[config.mk]
export PLATFORM = sky130hd
export DESIGN_NAME = alu_seq_param
export DESIGN_NICKNAME = d
export VERILOG_FILES = /design/src/rtl/alu_seq_pkg.sv /design/src/rtl/alu_seq_param_div.sv /design/src/rtl/alu_seq_param.sv
export SDC_FILE = /design/constraint.sdc
export NUM_CORES = 2
export LEC_CHECK = 0
export BUFFER_PORTS_ARGS = -buffer_cell sky130_fd_sc_hd__buf_2
export CORE_UTILIZATION = 55
export CTS_BUF_LIST = sky130_fd_sc_hd__clkbuf_4 sky130_fd_sc_hd__clkbuf_8
export DETAILED_ROUTE_END_ITERATION = 6
export PLACE_DENSITY = 0.74
export SLEW_MARGIN = 25
export SYNTH_ARGS = -nofsm -noshare
export SYNTH_HDL_FRONTEND = slang
export SYNTH_SLANG_ARGS = --single-unit
[constraint.sdc]
create_clock -name wire_clock -period 8.9 [get_ports wire_clock]
set_input_delay 1.78 -clock wire_clock [delete_from_list [all_inputs] [get_ports wire_clock]]
set_output_delay 1.78 -clock wire_clock [all_outputs]
set_load 0.05 [all_outputs]
[src/rtl/alu_seq_pkg.sv]
// Shared definitions for the sequential ALU: opcodes, flag bit positions and FSM states.
package alu_seq_pkg;

  localparam logic [5:0] OP_FRLD = 6'b000110;
  localparam logic [5:0] OP_ADD  = 6'b100000;
  localparam logic [5:0] OP_ADD2 = 6'b011101;
  localparam logic [5:0] OP_SUB  = 6'b100001;
  localparam logic [5:0] OP_MUL  = 6'b100010;
  localparam logic [5:0] OP_DIV  = 6'b100011;
  localparam logic [5:0] OP_MOD  = 6'b100101;
  localparam logic [5:0] OP_INC  = 6'b100100;
  localparam logic [5:0] OP_CMP  = 6'b010110;
  localparam logic [5:0] OP_AND  = 6'b010010;
  localparam logic [5:0] OP_OR   = 6'b010011;
  localparam logic [5:0] OP_XOR  = 6'b010100;
  localparam logic [5:0] OP_NOT  = 6'b010101;
  localparam logic [5:0] OP_SHF  = 6'b010000;

  localparam int unsigned FLAG_GT = 15;
  localparam int unsigned FLAG_LT = 14;
  localparam int unsigned FLAG_EQ = 13;
  localparam int unsigned FLAG_Z  = 12;
  localparam int unsigned FLAG_C  = 11;
  localparam int unsigned FLAG_OV = 10;
  localparam int unsigned FLAG_DZ = 9;
  localparam int unsigned FLAG_UF = 6;

  typedef enum logic [1:0] {StIdle, StExec, StDiv, StDone} alu_state_e;

  function automatic logic is_div_op(input logic [5:0] op);
    return (op == OP_DIV) || (op == OP_MOD);
  endfunction

endpackage

[src/rtl/alu_seq_param_div.sv]
// Restoring unsigned divider: one quotient bit per cycle, valid pulses WIDTH cycles after load.
module alu_div_iter #(
  parameter int unsigned WIDTH = 32
) (
  input  logic             wire_clock,
  input  logic             wire_reset,
  input  logic             load,
  input  logic [WIDTH-1:0] dividend,
  input  logic [WIDTH-1:0] divisor,
  output logic [WIDTH-1:0] quotient,
  output logic [WIDTH-1:0] remainder,
  output logic             valid
);

  localparam int unsigned CW = $clog2(WIDTH + 1);

  logic [WIDTH-1:0] quo_q, rem_q, dvs_q;
  logic [CW-1:0]    cnt_q;
  logic             run_q, valid_q;
  logic [WIDTH:0]   trial;
  logic             ge;
  logic [WIDTH-1:0] diff;

  // Partial remainder is always below the divisor, so the trial value fits in WIDTH+1 bits.
  assign trial = {rem_q, quo_q[WIDTH-1]};
  assign ge    = trial >= {1'b0, dvs_q};
  assign diff  = trial[WIDTH-1:0] - dvs_q;

  always_ff @(posedge wire_clock or posedge wire_reset) begin
    if (wire_reset) begin
      quo_q   <= '0;
      rem_q   <= '0;
      dvs_q   <= '0;
      cnt_q   <= '0;
      run_q   <= 1'b0;
      valid_q <= 1'b0;
    end else begin
      valid_q <= 1'b0;
      if (load) begin
        quo_q <= dividend;
        rem_q <= '0;
        dvs_q <= divisor;
        cnt_q <= CW'(WIDTH);
        run_q <= 1'b1;
      end else if (run_q) begin
        quo_q <= {quo_q[WIDTH-2:0], ge};
        rem_q <= ge ? diff : trial[WIDTH-1:0];
        cnt_q <= cnt_q - CW'(1);
        if (cnt_q == CW'(1)) begin
          run_q   <= 1'b0;
          valid_q <= 1'b1;
        end
      end
    end
  end

  assign quotient  = quo_q;
  assign remainder = rem_q;
  assign valid     = valid_q;

endmodule

[src/rtl/alu_seq_param.sv]
// Handshaked multi-cycle ALU: single-cycle execute for most ops, iterative divide for div/mod.
module alu_seq_param
  import alu_seq_pkg::*;
#(
  parameter int unsigned WIDTH = 32,
  parameter int unsigned SHW   = $clog2(WIDTH)
) (
  input  logic             wire_clock,
  input  logic             wire_reset,
  input  logic             start,
  input  logic [5:0]       op_code,
  input  logic [WIDTH-1:0] a,
  input  logic [WIDTH-1:0] b,
  input  logic             use_carry,
  input  logic [2:0]       shift_mode,
  input  logic             dec,
  input  logic [15:0]      fr_in,
  output logic [WIDTH-1:0] result,
  output logic [15:0]      fr_out,
  output logic             busy,
  output logic             done
);

  alu_state_e       state_q, state_d;
  logic [5:0]       op_q, op_d;
  logic [WIDTH-1:0] a_q, a_d, b_q, b_d, result_q, result_d;
  logic             uc_q, uc_d, dec_q, dec_d;
  logic [2:0]       sm_q, sm_d;
  logic [15:0]      fr_q, fr_d, fr_out_q, fr_out_d;
  logic             div_load, div_valid;
  logic [WIDTH-1:0] div_quo, div_rem;

  logic               cin;
  logic [WIDTH:0]     sum, a_cin;
  logic [2*WIDTH-1:0] prod;
  logic [SHW-1:0]     n;
  logic [SHW:0]       n_inv;
  logic [WIDTH-1:0]   rotl, rotr;

  assign cin   = uc_q & fr_q[FLAG_C];
  assign sum   = {1'b0, a_q} + {1'b0, b_q} + (WIDTH + 1)'(cin);
  assign a_cin = {1'b0, a_q} + (WIDTH + 1)'(cin);
  assign prod  = {{WIDTH{1'b0}}, a_q} * {{WIDTH{1'b0}}, b_q};
  assign n     = b_q[SHW-1:0];
  assign n_inv = (SHW + 1)'(WIDTH) - {1'b0, n};
  // A shift by WIDTH yields zero, so n=0 degenerates cleanly to a.
  assign rotl  = (a_q << n) | (a_q >> n_inv);
  assign rotr  = (a_q >> n) | (a_q << n_inv);

  alu_div_iter #(.WIDTH(WIDTH)) u_div (
    .wire_clock (wire_clock),
    .wire_reset (wire_reset),
    .load       (div_load),
    .dividend   (a),
    .divisor    (b),
    .quotient   (div_quo),
    .remainder  (div_rem),
    .valid      (div_valid)
  );

  always_comb begin
    state_d  = state_q;
    op_d     = op_q;
    a_d      = a_q;
    b_d      = b_q;
    uc_d     = uc_q;
    dec_d    = dec_q;
    sm_d     = sm_q;
    fr_d     = fr_q;
    result_d = result_q;
    fr_out_d = fr_out_q;
    div_load = 1'b0;
    unique case (state_q)
      StIdle: begin
        if (start) begin
          op_d  = op_code;
          a_d   = a;
          b_d   = b;
          uc_d  = use_carry;
          dec_d = dec;
          sm_d  = shift_mode;
          fr_d  = fr_in;
          if (is_div_op(op_code) && (b != '0)) begin
            div_load = 1'b1;
            state_d  = StDiv;
          end else begin
            state_d = StExec;
          end
        end
      end
      StExec: begin
        fr_out_d = fr_q;
        state_d  = StDone;
        case (op_q)
          OP_ADD, OP_ADD2: begin
            result_d         = sum[WIDTH-1:0];
            fr_out_d[FLAG_C] = sum[WIDTH];
            fr_out_d[FLAG_Z] = (sum[WIDTH-1:0] == '0);
          end
          OP_SUB: begin
            if ({1'b0, b_q} > a_cin) begin
              result_d          = '0;
              fr_out_d[FLAG_UF] = 1'b1;
              fr_out_d[FLAG_Z]  = 1'b1;
            end else begin
              result_d          = a_q - b_q + WIDTH'(cin);
              fr_out_d[FLAG_UF] = 1'b0;
              fr_out_d[FLAG_Z]  = ((a_q - b_q + WIDTH'(cin)) == '0);
            end
          end
          OP_MUL: begin
            result_d          = prod[WIDTH-1:0];
            fr_out_d[FLAG_OV] = (prod[2*WIDTH-1:WIDTH] != '0);
            fr_out_d[FLAG_Z]  = (prod[WIDTH-1:0] == '0);
          end
          OP_DIV, OP_MOD: fr_out_d[FLAG_DZ] = 1'b1;  // only reached with b == 0
          OP_INC: result_d = dec_q ? a_q - WIDTH'(1) : a_q + WIDTH'(1);
          OP_CMP: begin
            if (a_q > b_q)      fr_out_d[15:13] = 3'b100;
            else if (a_q < b_q) fr_out_d[15:13] = 3'b010;
            else                fr_out_d[15:13] = 3'b001;
          end
          OP_AND: begin
            result_d         = a_q & b_q;
            fr_out_d[FLAG_Z] = ((a_q & b_q) == '0);
          end
          OP_OR: begin
            result_d         = a_q | b_q;
            fr_out_d[FLAG_Z] = ((a_q | b_q) == '0);
          end
          OP_XOR: begin
            result_d         = a_q ^ b_q;
            fr_out_d[FLAG_Z] = ((a_q ^ b_q) == '0);
          end
          OP_NOT: begin
            result_d         = ~a_q;
            fr_out_d[FLAG_Z] = (~a_q == '0);
          end
          OP_SHF: begin
            unique case (sm_q)
              3'b000, 3'b001: result_d = a_q << n;
              3'b010, 3'b011: result_d = a_q >> n;
              3'b100, 3'b101: result_d = rotl;
              3'b110, 3'b111: result_d = rotr;
              default:        result_d = a_q;
            endcase
          end
          default: ;
        endcase
      end
      StDiv: begin
        if (div_valid) begin
          result_d          = (op_q == OP_DIV) ? div_quo : div_rem;
          fr_out_d          = fr_q;
          fr_out_d[FLAG_DZ] = 1'b0;
          fr_out_d[FLAG_Z]  = (((op_q == OP_DIV) ? div_quo : div_rem) == '0);
          state_d           = StDone;
        end
      end
      StDone:  state_d = StIdle;
      default: state_d = StIdle;
    endcase
  end

  always_ff @(posedge wire_clock or posedge wire_reset) begin
    if (wire_reset) begin
      state_q  <= StIdle;
      op_q     <= '0;
      a_q      <= '0;
      b_q      <= '0;
      uc_q     <= 1'b0;
      dec_q    <= 1'b0;
      sm_q     <= '0;
      fr_q     <= '0;
      result_q <= '0;
      fr_out_q <= '0;
    end else begin
      state_q  <= state_d;
      op_q     <= op_d;
      a_q      <= a_d;
      b_q      <= b_d;
      uc_q     <= uc_d;
      dec_q    <= dec_d;
      sm_q     <= sm_d;
      fr_q     <= fr_d;
      result_q <= result_d;
      fr_out_q <= fr_out_d;
    end
  end

  assign result = result_q;
  assign fr_out = fr_out_q;
  assign busy   = (state_q != StIdle);
  assign done   = (state_q == StDone);

endmodule

== Word-level counts from Yosys, hierarchy flattened ==
Index checks and enable logic that the tools add are counted.

* Logic and storage cells: 137
* Input port bits: 94
* Output and inout bits: 50
* Bits in registers: 245

* Bitwise operators: 7
* $add $sub $neg: 10
* Reductions and logical operators: 27
* Shift-type cells: 4
* Muxes and demuxes: 39
* Eq/ne operators: 29
* $lt $le $gt $ge: 4
* Multiply operators: 1

{| class="wikitable"
|+ Operators by type and width
! operator !! count
|-
| $mux 32 || 9
|-
| $pmux 32 s9 || 1
|-
| $logic_not 32->1 || 8
|-
| $pmux 32 s4 || 1
|-
| $or 32x32->32 || 3
|-
| $mul 32x32->64 || 1
|-
| $pmux 32 s2 || 1
|-
| $reduce_bool 32->1 || 2
|-
| $sub 32x32->32 || 2
|-
| $eq 6x6->1 const B || 8
|-
| $eq 6x5->1 const B || 7
|-
| $add 32x1->33 || 1
|-
| $add 32x32->33 || 1
|-
| $add 33x1->33 || 1
|-
| $ge 33x32->1 || 1
|-
| $gt 32x33->1 || 1
|-
| $add 32x1->32 || 1
|-
| $add 32x1->32 const B || 1
|-
| $and 32x32->32 || 1
|-
| $gt 32x32->1 || 1
|-
| $lt 32x32->1 || 1
|-
| $not 32->32 || 1
|-
| $pmux 16 s2 || 1
|-
| $shl 32x5->32 || 1
|-
| 32 further kinds || 65
|}

== Longest topological paths before layout ==
* Depth in word-level cells: 7
* Gate-level depth with buffers: 37
* Mapped depth without buffers: 30

== Modules after synthesis ==
A second synthesis with hierarchy kept.

* Cells, all modules: 7,344
* Area total of the unflattened synthesis: 60,619.4 sq um

{| class="wikitable"
|+ Modules (own cells, without submodules)
! module !! sequential area each (sq um) !! times used !! area each (sq um) !! cells an instance
|-
| alu_seq_param || 3,503.4 || 1 || 54,255.8 || 6,627
|-
| alu_div_iter || 2,602.5 || 1 || 6,363.6 || 717
|}

== Worst setup path before layout ==
OpenSTA, ideal clock, no wires.

* Path kind: reg-to-reg
* Start: register b_q[3]
* End: register fr_out_q[10] (netlist: fr_out[10])
* Path slack: -658 ps
* Arrival: 9,433 ps
* Cell stages (with the launch flop): 33
* Required time: 8,775 ps
* Path buffers: 7
* Library setup time: 125 ps
* Period minus slack after synthesis: 9,558 ps
* Cell sequence: dfrtp_1 > clkbuf_1 > inv_1 > clkbuf_1 > clkbuf_1 > buf_1 > buf_1 > clkbuf_1 > nor2_1 > fa_1 > fa_1 > fa_1 > inv_1 > fa_1 > inv_1 > fa_1 > fa_1 > fa_1 > inv_1 > fa_1 > inv_1 > ha_1 > clkbuf_1 > nand4_1 > or4_1 > a2111oi_0 > nor2_1 > o21ai_0 > mux2_2 > a2111oi_0 > o2111ai_1 > nor4_1 > nor2_1

* Word-level cells in the longest chain between the ends: 4

{| class="wikitable"
|+ Ends and longest elaborated chain
! element !! RTL line !! RTL
|-
| start: declaration || alu_seq_param.sv:26 || <nowiki>logic [WIDTH-1:0] a_q, a_d, b_q, b_d, result_q, result_d;</nowiki>
|-
| start signal: assignment || alu_seq_param.sv:170 || <nowiki>b_q <= '0;</nowiki>
|-
| start signal: assignment || alu_seq_param.sv:181 || <nowiki>b_q <= b_d;</nowiki>
|-
| $mul 32x32->64 || alu_seq_param.sv:43 || <nowiki>assign prod = {{WIDTH{1'b0}}, a_q} * {{WIDTH{1'b0}}, b_q};</nowiki>
|-
| $reduce_bool 32->1 || alu_seq_param.sv:113 || <nowiki>fr_out_d[FLAG_OV] = (prod[2*WIDTH-1:WIDTH] != '0);</nowiki>
|-
| $mux 1 || alu_seq_param.sv:94 || <nowiki>case (op_q)</nowiki>
|-
| $pmux 16 s2 || alu_seq_param.sv:73 || <nowiki>unique case (state_q)</nowiki>
|-
| end signal: assignment || alu_seq_param.sv:187 || <nowiki>fr_out_q <= fr_out_d;</nowiki>
|-
| end: declaration || alu_seq_param.sv:29 || <nowiki>logic [15:0] fr_q, fr_d, fr_out_q, fr_out_d;</nowiki>
|}

No other way between the ends.
A chain may end at the register's enable or synchronous reset.

== Final worst setup path ==
* Start: register a_q[12]
* End: register fr_out_q[10] (netlist: fr_out[10])

* Word-level cells in the longest chain between the ends: 4

{| class="wikitable"
|+ Ends and longest elaborated chain
! element !! RTL line !! RTL
|-
| start: declaration || alu_seq_param.sv:26 ||
|-
| start signal: assignment || alu_seq_param.sv:169 || <nowiki>a_q <= '0;</nowiki>
|-
| start signal: assignment || alu_seq_param.sv:180 || <nowiki>a_q <= a_d;</nowiki>
|-
| $mul 32x32->64 || alu_seq_param.sv:43 ||
|-
| $reduce_bool 32->1 || alu_seq_param.sv:113 ||
|-
| $mux 1 || alu_seq_param.sv:94 ||
|-
| $pmux 16 s2 || alu_seq_param.sv:73 ||
|}

No other way between the ends.

==> run metrics <==
kind of end point of the critical path=flip-flop; run status=complete, no violations; slowest cell on the critical path=fa_1; arrival time of the worst setup path=9.38 ns; Area growth syn-to-layout=9.055%; vias after detailed routing=59000; via count of the first global-routing pass=58270; TritonCTS clock tree=done; area enclosed by the die boundary=112700 um2; CTS sink cnt=244; crit-path max cell delay=0.60 ns; hold_buf cts=0; Hold Crit Endpoint=result[1]; cell area after layout=66800 um2; global-route usage over all layers=47.07%; Least-Margin Pin Slew=1.205 ns; effective utilization at floorplan=55.42%; worst reg-to-reg path cell count=27; GR Overflow Total=0; slack of the worst reg-to-reg path=0.04 ns; launch point of the critical path=a_q[12]; Ports=144; element type at the critical path start=flip-flop; final hold viol count=0; buffer cell driving the clock tree root=clkbuf_8; placed standard-cell area=65530 um2; Detail Placement HPWL=212300 um; final period demand of the worst path=8.860 ns; PortBufs=142; cell with the most instances after synthesis=nor2_1; kind of path behind the tightest hold check=flip-flop to flip-flop; CTS H-tree depth=2; area share of the largest cell type after synthesis=29.94%; distinct cell type count after synthesis=98; post-synthesis async set-or-reset flop share=100.0%; initial antenna violation count=18; largest area contributor in the netlist=fa_1; worst skew pair latency=0.68 ns; Top cell by count, worst path=fa_1; via-per-instance ratio=6.534; width of the die=335.7 um; beginning of the worst register-to-register path=a_q[12]; Final TNS setup=0 ns; Worst Hold Depth=2; number of cells produced by synthesis=7361; layout net count=9008; Final Skew=0.05909 ns; Fmax achieved=112.9 MHz; FILL cells=9971; ranking of synthesized cells by area=fa_1, ha_1, dfrtp_1, nor2_1, inv_1; data required time at the worst endpoint=9.42 ns; Final Wtd Congestion=1.070; portion of the post-synthesis area used by sequential elements=9.969%; DRT Pass-1 Iters=6; core box area=110500 um2; ratio of cells with drive above 1 in the final layout=12.98%; Clk pin slew, worst setup/hold paths=0.06 ns; Commonest cells post-synth=nor2_1, inv_1, fa_1; routed length per instance=29.48 um; CTS buffer count=46; final setup violation count=0; largest net degree at the start of global routing=148; total number of placement rows=122; number of DRC markers after the initial detailed-route iteration=7453; Crit Path Class=flip-flop to flip-flop; dominant register cell in the synthesized netlist=dfrtp_1; detailed-route DRC error count=0; first-pass GRT wire length=385400 um; Max Transition Viols Final=0; synthesized netlist net count=8866; per-instance average area after synthesis=8.321 um2; max-cap violations=0; post-route ant nets=0; Die H=335.7 um; deepest clock path buffer count=3; endpoint of the lowest-slack register-to-register path=fr_out[10]; aggregate routed wire length=266100 um; period utilisation layout=99.55%; number of warnings issued by yosys=0; CP max FO=31; worst slew margin relative to its limit=18.81%; mapped cell area=61250 um2; number of register bits inferred by synthesis=244; launch point of the worst hold path=result[1]; Post-synth EDFFs=0
routing by layer:
layer / track usage [%] / vias up / part of all wire, %
met5: 0 / - / 0.051
met4: 36.78 / 20 / 9.7
met3: 13.12 / 1151 / 12
met2: 67.94 / 4137 / 42
met1: 59.52 / 29010 / 36
li1: - / 24680 / -
final cells by class:
type	count	area, um2	area share [%]
well taps	1488	1862	2.787
repair buffers	573	4240	6.348
inverters	989	3764	5.634
clock buffers	74	905.9	1.356
diodes	6	15.01	0.02248
multi-input cells	5649	49830	74.60
flip-flops and latches	244	6123	9.167
clock inverters	6	53.80	0.08054
metrics by stage:
step                cells  hold slack (ns)  setup WS, ns  util [%]
floorplan            7361           0.4497       0.02145         -
CTS                  9016           0.4735      0.006941     60.20
global placement     8933           0.4610       -0.2658     59.29
detailed placement   8933           0.4605       -0.1749     59.29
finish               9029           0.4753       0.04027     60.44
global route         9023           0.5062      -0.06420     60.43
cell usage in the layout (no fill, tap or decap), types with 54 or more instances in the layout:
cell / netlist / final
nor4_1: 58 / 55
o211ai_1: 73 / 73
nor3_1: 102 / 98
mux2_2: 158 / 158
xnor2_1: 133 / 129
a21oi_1: 322 / 318
fa_1: 916 / 916
buf_4: 1 / 404
clkbuf_8: 0 / 56
a21o_1: 68 / 68
nand2_1: 807 / 806
inv_1: 956 / 951
o21ai_0: 320 / 313
buf_2: 10 / 142
mux2i_1: 182 / 182
nor2_1: 981 / 975
nand3_1: 113 / 111
ha_1: 495 / 494
dfrtp_1: 244 / 234
nand4_1: 72 / 72
a31oi_1: 68 / 67
mux4_2: 54 / 54
worst max-delay path by stage:
stage | endpoint | slack, ns | cells after the start
finish | fr_out[10] | 0.04 | 27
global route | fr_out[10] | -0.06 | 26
CTS | fr_out[10] | 0.007 | 28
detailed placement | fr_out[10] | -0.17 | 28
global placement | fr_out[10] | -0.27 | 26
floorplan | fr_out[10] | 0.02 | 31
sequential cells by signal (all words and copies together) (netlist names):
| register | flops |
|---|---|
| sm_q | 2 |
| fr_q | 16 |
| uc_q | 1 |
| state_q | 2 |
| u_div.run_q | 1 |
| u_div.valid | 1 |
| dec_q | 1 |
| b_q | 32 |
| fr_out | 16 |
| u_div.remainder | 32 |
| u_div.dvs_q | 32 |
| op_q | 6 |
| u_div.quotient | 32 |
| result | 32 |
| a_q | 32 |
| u_div.cnt_q | 6 |
kinds of logic (layout without fill, tap and decap cells):
| kind of cell | count (synthesis) | count (layout) | synth area share [%] |
|---|---|---|---|
| buffers and inverters | 1468 | 1642 | 9.084 |
| AOI/OAI and AO/OA | 1309 | 1309 | 13.89 |
| muxes | 394 | 394 | 7.865 |
| DFF | 244 | 244 | 9.969 |
| adders and majority gates | 1411 | 1411 | 40.05 |
| and+or+nand+nor | 2356 | 2356 | 16.58 |
| other | 0 | 6 | 0 |
| xor gates and xnor gates | 179 | 179 | 2.560 |
critical path, delay by kind of cell, from the launching register on:
kind | cells | cell delay, ns
compound gates | 2 | 0.47
mux | 1 | 0.15
simple gates | 8 | 1.99
buf+inv | 6 | 0.90
flops | 1 | 0.48
fa+ha+maj | 10 | 4.63
repair_timing:
item,CTS,global route
cloned,0,0
gates resized for setup,5,55
endpoints found under the setup margin,1,3
pin swaps,0,6
setup buffers,3,7
Power is not shown: default switching activity piles up to over one toggle a cycle in this logic, so the estimate is an artifact.
